--- src/rtl/adc_scan_ctrl.sv ---
// adc_scan_ctrl: Wishbone-controlled sequencer for an 8-bit serial ADC.
// A START write or an auto-timer expiry runs one conversion:
//   SETUP -> 3 command bits -> 1 null bit -> 8 data bits -> HOLD.
// Bus handshake: an access is stb & cyc. When an access is seen while the
// internal ack is low, the register read/write happens on that clock edge
// and ack is high for the following cycle. wb_ack_o is qualified by
// stb & cyc, so back-to-back accesses take two cycles each.
`timescale 1ns/1ps
module adc_scan_ctrl #(
    parameter int CLK_DIV = 25
) (
    input  logic        clk,
    input  logic        rst,
    input  logic [31:0] wb_adr_i,
    input  logic [31:0] wb_dat_i,
    input  logic        wb_we_i,
    input  logic        wb_cyc_i,
    input  logic        wb_stb_i,
    output logic        wb_ack_o,
    output logic [31:0] wb_dat_o,
    output logic        adc_cs_n,
    output logic        adc_sclk,
    output logic        adc_din,
    input  logic        adc_dout,
    output logic        irq,
    output logic [2:0]  dbg_state_o
);
    typedef enum logic [2:0] {
        S_IDLE, S_SETUP, S_CMD, S_NULLB, S_DATA, S_HOLD
    } state_t;

    localparam logic [7:0] DIV_LAST = 8'(CLK_DIV - 1);

    state_t      state_q, state_d;
    logic [7:0]  cnt_q;
    logic        phase_q;              // 0: sclk low phase, 1: sclk high phase
    logic [2:0]  bit_q;
    logic [7:0]  shift_q, shift_next, data_q;
    logic        ch_lat_q;
    logic        ack_q, irq_q;
    logic [31:0] dat_o_q, rd_data;
    logic        auto_q, irq_en_q, ch_q, irq_en_d;
    logic        done_q, ovr_q, done_d, ovr_d;
    logic [23:0] period_q, timer_q, timer_d;

    logic       req, access, wr, rd;
    logic [2:0] reg_sel;
    logic       phase_end, bit_end, in_bits, busy;
    logic       start_wr, timer_run, timer_exp, trigger, accept, overrun;
    logic       done_set, cmd_bit, ch_sel;
    logic       bus_unused;

    assign req      = wb_stb_i & wb_cyc_i;
    assign access   = req & ~ack_q;
    assign wr       = access & wb_we_i;
    assign rd       = access & ~wb_we_i;
    assign reg_sel  = wb_adr_i[4:2];
    assign bus_unused = ^{wb_adr_i[31:5], wb_adr_i[1:0], wb_dat_i[31:24]};

    assign phase_end = (cnt_q == DIV_LAST);
    assign in_bits   = (state_q == S_CMD) || (state_q == S_NULLB) || (state_q == S_DATA);
    assign bit_end   = phase_end & phase_q;
    assign busy      = (state_q != S_IDLE);

    assign start_wr  = wr && (reg_sel == 3'd0) && wb_dat_i[0];
    assign timer_run = auto_q && (period_q != 24'd0);
    assign timer_exp = timer_run && (timer_q == period_q - 24'd1);
    assign trigger   = start_wr | timer_exp;
    assign accept    = trigger & ~busy;
    assign overrun   = trigger & busy;
    // A START write that also changes CH uses the newly written channel.
    assign ch_sel    = start_wr ? wb_dat_i[3] : ch_q;

    assign shift_next = {shift_q[6:0], adc_dout};
    assign done_set   = (state_q == S_DATA) && bit_end && (bit_q == 3'd7);

    // Command word MSB-first: start bit, single-ended bit, channel.
    assign cmd_bit  = (bit_q == 3'd2) ? ch_lat_q : 1'b1;
    assign adc_cs_n = (state_q == S_IDLE) || (state_q == S_HOLD);
    assign adc_sclk = in_bits & phase_q;
    assign adc_din  = (state_q == S_CMD) & cmd_bit;

    assign wb_ack_o    = req & ack_q;
    assign wb_dat_o    = dat_o_q;
    assign irq         = irq_q;
    assign dbg_state_o = state_q;

    // Conversion sequencer next state.
    always_comb begin
        state_d = state_q;
        case (state_q)
            S_IDLE:  if (trigger)                      state_d = S_SETUP;
            S_SETUP: if (phase_end)                    state_d = S_CMD;
            S_CMD:   if (bit_end && bit_q == 3'd2)     state_d = S_NULLB;
            S_NULLB: if (bit_end)                      state_d = S_DATA;
            S_DATA:  if (bit_end && bit_q == 3'd7)     state_d = S_HOLD;
            S_HOLD:  if (phase_end)                    state_d = S_IDLE;
            default:                                   state_d = S_IDLE;
        endcase
    end

    // State register; reset aborts any conversion on the next edge.
    always_ff @(posedge clk) begin
        if (rst) state_q <= S_IDLE;
        else     state_q <= state_d;
    end

    // Phase/bit timing: counters restart on every state change.
    always_ff @(posedge clk) begin
        if (rst || state_d != state_q || state_q == S_IDLE) begin
            cnt_q   <= 8'd0;
            phase_q <= 1'b0;
            bit_q   <= 3'd0;
        end else if (phase_end) begin
            cnt_q <= 8'd0;
            if (in_bits) begin
                phase_q <= ~phase_q;
                if (phase_q) bit_q <= bit_q + 3'd1;
            end
        end else begin
            cnt_q <= cnt_q + 8'd1;
        end
    end

    // Result shift register (sampled at the end of each high phase) and channel latch.
    always_ff @(posedge clk) begin
        if (rst) begin
            shift_q  <= 8'd0;
            ch_lat_q <= 1'b0;
        end else begin
            if (state_q == S_DATA && bit_end) shift_q <= shift_next;
            if (accept)                       ch_lat_q <= ch_sel;
        end
    end

    // Sticky flags, timer and irq next values; set wins over clear.
    always_comb begin
        done_d = done_q;
        if ((wr && reg_sel == 3'd1 && wb_dat_i[1]) || (rd && reg_sel == 3'd2)) done_d = 1'b0;
        if (done_set) done_d = 1'b1;
        ovr_d = ovr_q;
        if (wr && reg_sel == 3'd1 && wb_dat_i[2]) ovr_d = 1'b0;
        if (overrun) ovr_d = 1'b1;
        irq_en_d = (wr && reg_sel == 3'd0) ? wb_dat_i[2] : irq_en_q;
        timer_d = timer_q + 24'd1;
        if (!timer_run || timer_exp)               timer_d = 24'd0;
        if (wr && reg_sel == 3'd0 && !wb_dat_i[1]) timer_d = 24'd0;
        if (wr && reg_sel == 3'd3)                 timer_d = 24'd0;
    end

    // Register read mux; unused bits read as zero.
    always_comb begin
        rd_data = 32'd0;
        case (reg_sel)
            3'd0:    rd_data = {28'd0, ch_q, irq_en_q, auto_q, 1'b0};
            3'd1:    rd_data = {29'd0, ovr_q, done_q, busy};
            3'd2:    rd_data = {24'd0, data_q};
            3'd3:    rd_data = {8'd0, period_q};
            default: rd_data = 32'd0;
        endcase
    end

    // Bus-visible registers.
    always_ff @(posedge clk) begin
        if (rst) begin
            ack_q    <= 1'b0;
            dat_o_q  <= 32'd0;
            auto_q   <= 1'b0;
            irq_en_q <= 1'b0;
            ch_q     <= 1'b0;
            period_q <= 24'd0;
            timer_q  <= 24'd0;
            data_q   <= 8'd0;
            done_q   <= 1'b0;
            ovr_q    <= 1'b0;
            irq_q    <= 1'b0;
        end else begin
            ack_q <= access;
            if (rd) dat_o_q <= rd_data;
            if (wr && reg_sel == 3'd0) begin
                auto_q <= wb_dat_i[1];
                ch_q   <= wb_dat_i[3];
            end
            if (wr && reg_sel == 3'd3) period_q <= wb_dat_i[23:0];
            if (done_set) data_q <= shift_next;
            irq_en_q <= irq_en_d;
            timer_q  <= timer_d;
            done_q   <= done_d;
            ovr_q    <= ovr_d;
            irq_q    <= irq_en_d & done_d;
        end
    end
endmodule
--- config.mk ---
export PLATFORM = sky130hd
export DESIGN_NAME = adc_scan_ctrl
export DESIGN_NICKNAME = d
export VERILOG_FILES = /design/src/rtl/adc_scan_ctrl.sv
export SDC_FILE = /design/constraint.sdc
export NUM_CORES = 1
export LEC_CHECK = 0
export ABC_CLOCK_PERIOD_IN_PS = 3000
export CAP_MARGIN = 40
export CELL_PAD_IN_SITES_DETAIL_PLACEMENT = 1
export CELL_PAD_IN_SITES_GLOBAL_PLACEMENT = 1
export CORE_MARGIN = 1
export CORE_UTILIZATION = 35
export CTS_CLUSTER_SIZE = 28
export DETAILED_ROUTE_END_ITERATION = 10
export PLACE_DENSITY = 0.84
export SYNTH_ARGS = -nofsm -noshare
export SYNTH_HDL_FRONTEND = slang
export SYNTH_SLANG_ARGS = --single-unit
export TNS_END_PERCENT = 50
--- constraint.sdc ---
create_clock -name clk -period 3 [get_ports clk]
set_clock_uncertainty 0.2 [all_clocks]
set_input_delay 0.6 -clock clk [delete_from_list [all_inputs] [get_ports clk]]
set_output_delay 0.6 -clock clk [all_outputs]
set_load 0.02 [all_outputs]
[Word-level counts from Yosys, hierarchy flattened]
Cells that the tools add are included.
Word-level totals
  register bits: 118
  word-level logic and storage cells: 97
  output and inout bits: 40
Cells by class
  $add $sub $neg: 4
  mux-type cells: 15
  reductions and logical operators: 32
  bitwise operators: 16
  equal/unequal tests: 13
Operators by type and width (count)
  24-bit one-hot mux with 4 select lines: 1
  24-bit by 1-bit adder with 24-bit output (second input constant): 1
  24-bit == test: 1
  24-bit nonzero test: 1
  24-bit by 1-bit subtractor with 24-bit output (second input constant): 1
  3-bit 2-to-1 mux: 6
  3-bit one-hot mux with 6 select lines: 1
  3-bit by 2-bit == test with 1-bit output (second input constant): 5
  1-bit logical AND: 14
  1-bit bitwise AND: 11
  3-bit == test (second input constant): 3
  8-bit by 1-bit adder with 8-bit output (second input constant): 1
  8-bit by 5-bit == test with 1-bit output (second input constant): 1
  1-bit logical OR: 7
  1-bit 2-to-1 mux: 7
  3-bit by 1-bit == test with 1-bit output (second input constant): 2
  3-bit logical NOT: 2
  1-bit NOT: 4
  4-bit OR reduction: 1
  3-bit by 1-bit adder with 3-bit output (second input constant): 1
  3-bit != test: 1
  3-bit AND reduction: 1
  3-bit nonzero test: 1
  1-bit logical NOT: 2
  4 further kinds: 4

[Depth between registers and ports, before layout]
  depth after elaboration: 12
  mapped depth: 11
  depth with buffers taken out: 9

[Least setup slack after synthesis]
OpenSTA, ideal clock, no wires.
  path type: register -> register
  start: reg period_q[5]
  end: reg ch_lat_q
  setup time: 121 ps
  buffers on the path: 1
  arrival: 2877 ps
  stages on the path, launching flop included: 9
  slack: -198 ps
  path through: dfxtp_1 -> buf_2 -> or4_1 -> or4_1 -> or4_1 -> a2111oi_0 -> nand4_1 -> o31a_1 -> mux2_4
On the way
  word-level cells in the longest chain between the ends: 5
  elaborated cells between the ends (all ways): 7
  classes of those cells: 1 x add/sub; 1 x eq/ne; 2 x bitwise; 3 x reduce/logical
Ends and longest elaborated chain
  from (decl): line 44  | logic [23:0] period_q, timer_q, timer_d;
  from (signal assigned): line 184  | if (wr && reg_sel == 3'd3) period_q <= wb_dat_i[23:0];
  24-bit by 1-bit subtractor with 24-bit output or 24-bit nonzero test (tied branches): line 67, 66
  24-bit == test or 1-bit logical AND (tied branches): line 67, 66
  1-bit logical AND *: line 67  | assign timer_exp = timer_run && (timer_q == period_q - 24'd1);
  1-bit bitwise OR *: line 68  | assign trigger = start_wr | timer_exp;
  1-bit bitwise AND *: line 69  | assign accept = trigger & ~busy;
  to (signal assigned): line 132  | if (accept) ch_lat_q <= ch_sel;
  to (decl): line 39  | logic ch_lat_q;
Every way passes the cells marked *; elsewhere a longest branch is shown, timed or not.
A chain may end at the register's enable or synchronous reset.

[Worst setup path in the final report]
  start: reg period_q[8]
  end: reg ch_lat_q
The elaborated chain is that of the path after synthesis.

==> out/results.txt <==
outcome = finished with violations
failing checks = setup timing
clock slew at reported path FFs = 0.08 ns
fin. max-slew vios = 0
Setup-failing EPs final = 27
slowest CP cell = or4_4
yosys warns = 0
CP delay by family, top = simple AND/OR/NAND/NOR gates
Chip Width = 127 um
met3 Use GR = 3.18%
r2r setup slk = -0.27 ns
Max H-tree Level = 3
net load switching power = 0.685 mW
Final Critical Period = 3.27 ns
io pins = 110
Detailed Route WL = 16900 um
clock buffer depth = 2
pwr dens = 439 nW/um^2
Max Freq = 306 MHz
combinational share of power = 5.7%
register cell area after layout = 2200 um^2
internal power = 2.36 mW
Global Route Usage Sum = 21.6%
Antenna diodes = 0
Leak = 2.55 nW
commonest cells after routing, fill and taps aside = dfxtp_1 (108), nor2_1 (97), clkdlybuf4s50_1 (63)
die area = 16200 um^2
Cells after Synth = 653
ANT nets after route = 0
Final WS setup = -0.269 ns
crit path capture = ch_lat_q$_SDFFE_PP0P_
most common cell after layout, fill and taps aside = dfxtp_1
TritonCTS Buffers = 9
WP data required = 3.06 ns
FF-to-FF Start = period_q[8]$_SDFFE_PP0P_
R2R depth = 7
Sequential Power Share = 48.1%
Reg2Reg Capture Point = ch_lat_q$_SDFFE_PP0P_
crit path launch = period_q[8]$_SDFFE_PP0P_
vias = 5013
CTS tree = built
ys async rst share = 0%
met1 Use GR = 24.2%
IO Port Bufs = 64
sequential area share after synthesis = 40.1%
Startpoint Class = register
Critical Path Fanout Max = 3
Power Total = 3.05 mW
Worst-Skew Late Latency = 0.37 ns
Initial DRT Pass Iterations = 4
Core Area = 15300 um^2
TritonCTS Sinks = 110
Hold Crit Class = reg -> reg
fillcell total = 1784
Buffers & Inverters on Critical Path = 0
Placer Congestion = 0.831
first-pass GRT wire length = 27400 um
mean post-synth cell area = 8.42 um^2
Post-Syn Area = 5500 um^2
drt initial violations = 291
relative max-transition margin = 48.6%
synth unique cells = 57
layout cells sized above 1 = 10.8%
drt drc = 0
initial antenna violation count = 0
vias in the first global route = 5410
CP peak stage delay = 0.52 ns
vias per cell = 5.31
max cap viols = 0
Initial Utilization = 36.0%
Core Util, Final = 45.5%
global routing's busiest layer = met2
Root Driver = clkbuf_16
Most Frequent Cell on Critical Path = or4_4
Sw Share = 22.5%
Avg WL per Cell = 17.9 um
P&R area growth vs syn = 26.3%
gr ovfl total = 0
met2 usage = 40.1%
Crit path depth = 7
Post-synth EDFFs = 0
Slew @ Worst Pin = 0.751 ns
crit-path cells = or4_4, or4_1, or4_4, a2111oi_4, nand4_1, o31a_1, mux2_4
Die Y = 127 um
pre-CTS setup slack = -0.309 ns
nets = 806
placed cell count = 926
HPWL after DPL = 12200 um
Synth Register Bits = 110
Clk pwr share = 46.2%
Layout Cells excl Fill = 944
pin count of the biggest net entering global routing = 48
Setup crit end kind = register
FP Rows = 45
setup_tns = -6.39 ns
WP data arrival = 3.33 ns
period utilisation layout = 109%
VDD IR max = 0.000347 V
Final Hold Viols = 0
multi-input logic area = 3090 um^2
Main synth FF type = dfxtp_1
RSZ-0062 raised after global routing = true
Setup Crit Path Kind = reg -> reg
[layer usage]
layer | vias to the layer above | wire length (um)
li1 | 2395 | -
met2 | 87 | 8570
met5 | - | 0
met4 | 0 | 522
met3 | 40 | 603
met1 | 2491 | 7160
[per-stage QoR]
| stage | hold slack (ns) | instance area [um^2] |
|---|---|---|
| 2_1_floorplan | 0.229 | 5540 |
| 3_3_place_gp | 0.244 | 6540 |
| 3_5_place_dp | 0.248 | 6540 |
| 4_1_cts | 0.261 | 6920 |
| 5_1_grt | 0.281 | 6940 |
| 6_report | 0.259 | 6940 |
[sequential cells by signal, summed over array words and instances, names as in the netlist, 3 cells and up]
name	flops
period_q	24
bit_q	3
cnt_q	8
wb_dat_o	24
shift_q	7
dbg_state_o	3
timer_q	24
data_q	8
[tightest hold or removal path, delay by kind of cell (launching register included)]
family,cells,cell delay [ns]
flops,1,0.31
compound gates,1,0.05
simple gates,1,0.05
[what timing repair did]
| item | CTS | global route |
|---|---|---|
| buffers inserted | 1 | 0 |
| hold buffers | 0 | 0 |
| gates cloned | 0 | 1 |
| gates resized for setup | 4 | 1 |
| hold endpoints to repair | 0 | 0 |
| setup endpoints to repair | 27 | 28 |
| pin swaps | 8 | 2 |
[kinds of logic after synthesis]
group | share of synthesized area, %
AO/OA/AOI/OAI | 9.54
XOR/XNOR | 9.24
adder cells (fa/ha/maj) | 1.82
buffers and inverters | 4.99
flip-flops | 40.1
multiplexers | 8.79
other | 0.0682
AND/OR/NAND/NOR | 25.5
[how the worst min path moves through the flow]
stage	startpoint	to	slack, ns	cells past startpoint
floorplan	data_q[1]$_SDFFE_PP0P_	data_q[1]$_SDFFE_PP0P_	0.23	2
global placement	wb_dat_o[23]$_SDFFE_PP0P_	wb_dat_o[23]$_SDFFE_PP0P_	0.24	2
detailed placement	data_q[4]$_SDFFE_PP0P_	data_q[4]$_SDFFE_PP0P_	0.25	2
CTS	data_q[2]$_SDFFE_PP0P_	data_q[2]$_SDFFE_PP0P_	0.26	2
global route	wb_dat_o[20]$_SDFFE_PP0P_	wb_dat_o[20]$_SDFFE_PP0P_	0.28	2
finish	data_q[2]$_SDFFE_PP0P_	data_q[2]$_SDFFE_PP0P_	0.26	2
[power by group through the flow]
stage | registers, mW | logic, mW | clock network [mW]
6_report | 1.47 | 0.174 | 1.41
5_1_grt | 1.47 | 0.186 | 1.47
4_1_cts | 1.47 | 0.173 | 1.41
3_5_place_dp | 1.50 | 0.169 | 0
3_3_place_gp | 1.50 | 0.164 | 0
2_1_floorplan | 1.50 | 0.0928 | 0
[layout make-up]
cell class	count	share of cell area (%)
clock buffers	9	3.24
clock inverters	7	1.73
inverters	14	0.757
multi-input cells	486	44.5
flip-flops and latches	110	31.7
well taps	211	3.80
repair buffers	107	14.2
[cells in the mapped netlist (all sizes together), types with 9 or more instances]
cell / n / area, um^2
clkbuf: 36 / 135
nand4: 12 / 75.1
nand2: 47 / 176
xnor2: 28 / 245
nand3: 36 / 180
mux2i: 40 / 400
dfxtp: 110 / 2200
nor3: 26 / 130
and3: 10 / 62.6
inv: 14 / 52.6
buf: 14 / 86.3
a21oi: 37 / 185
xor2: 30 / 263
nor2: 97 / 364
nand2b: 13 / 81.3
or4: 9 / 67.6
(Power assumes the default switching activity.)
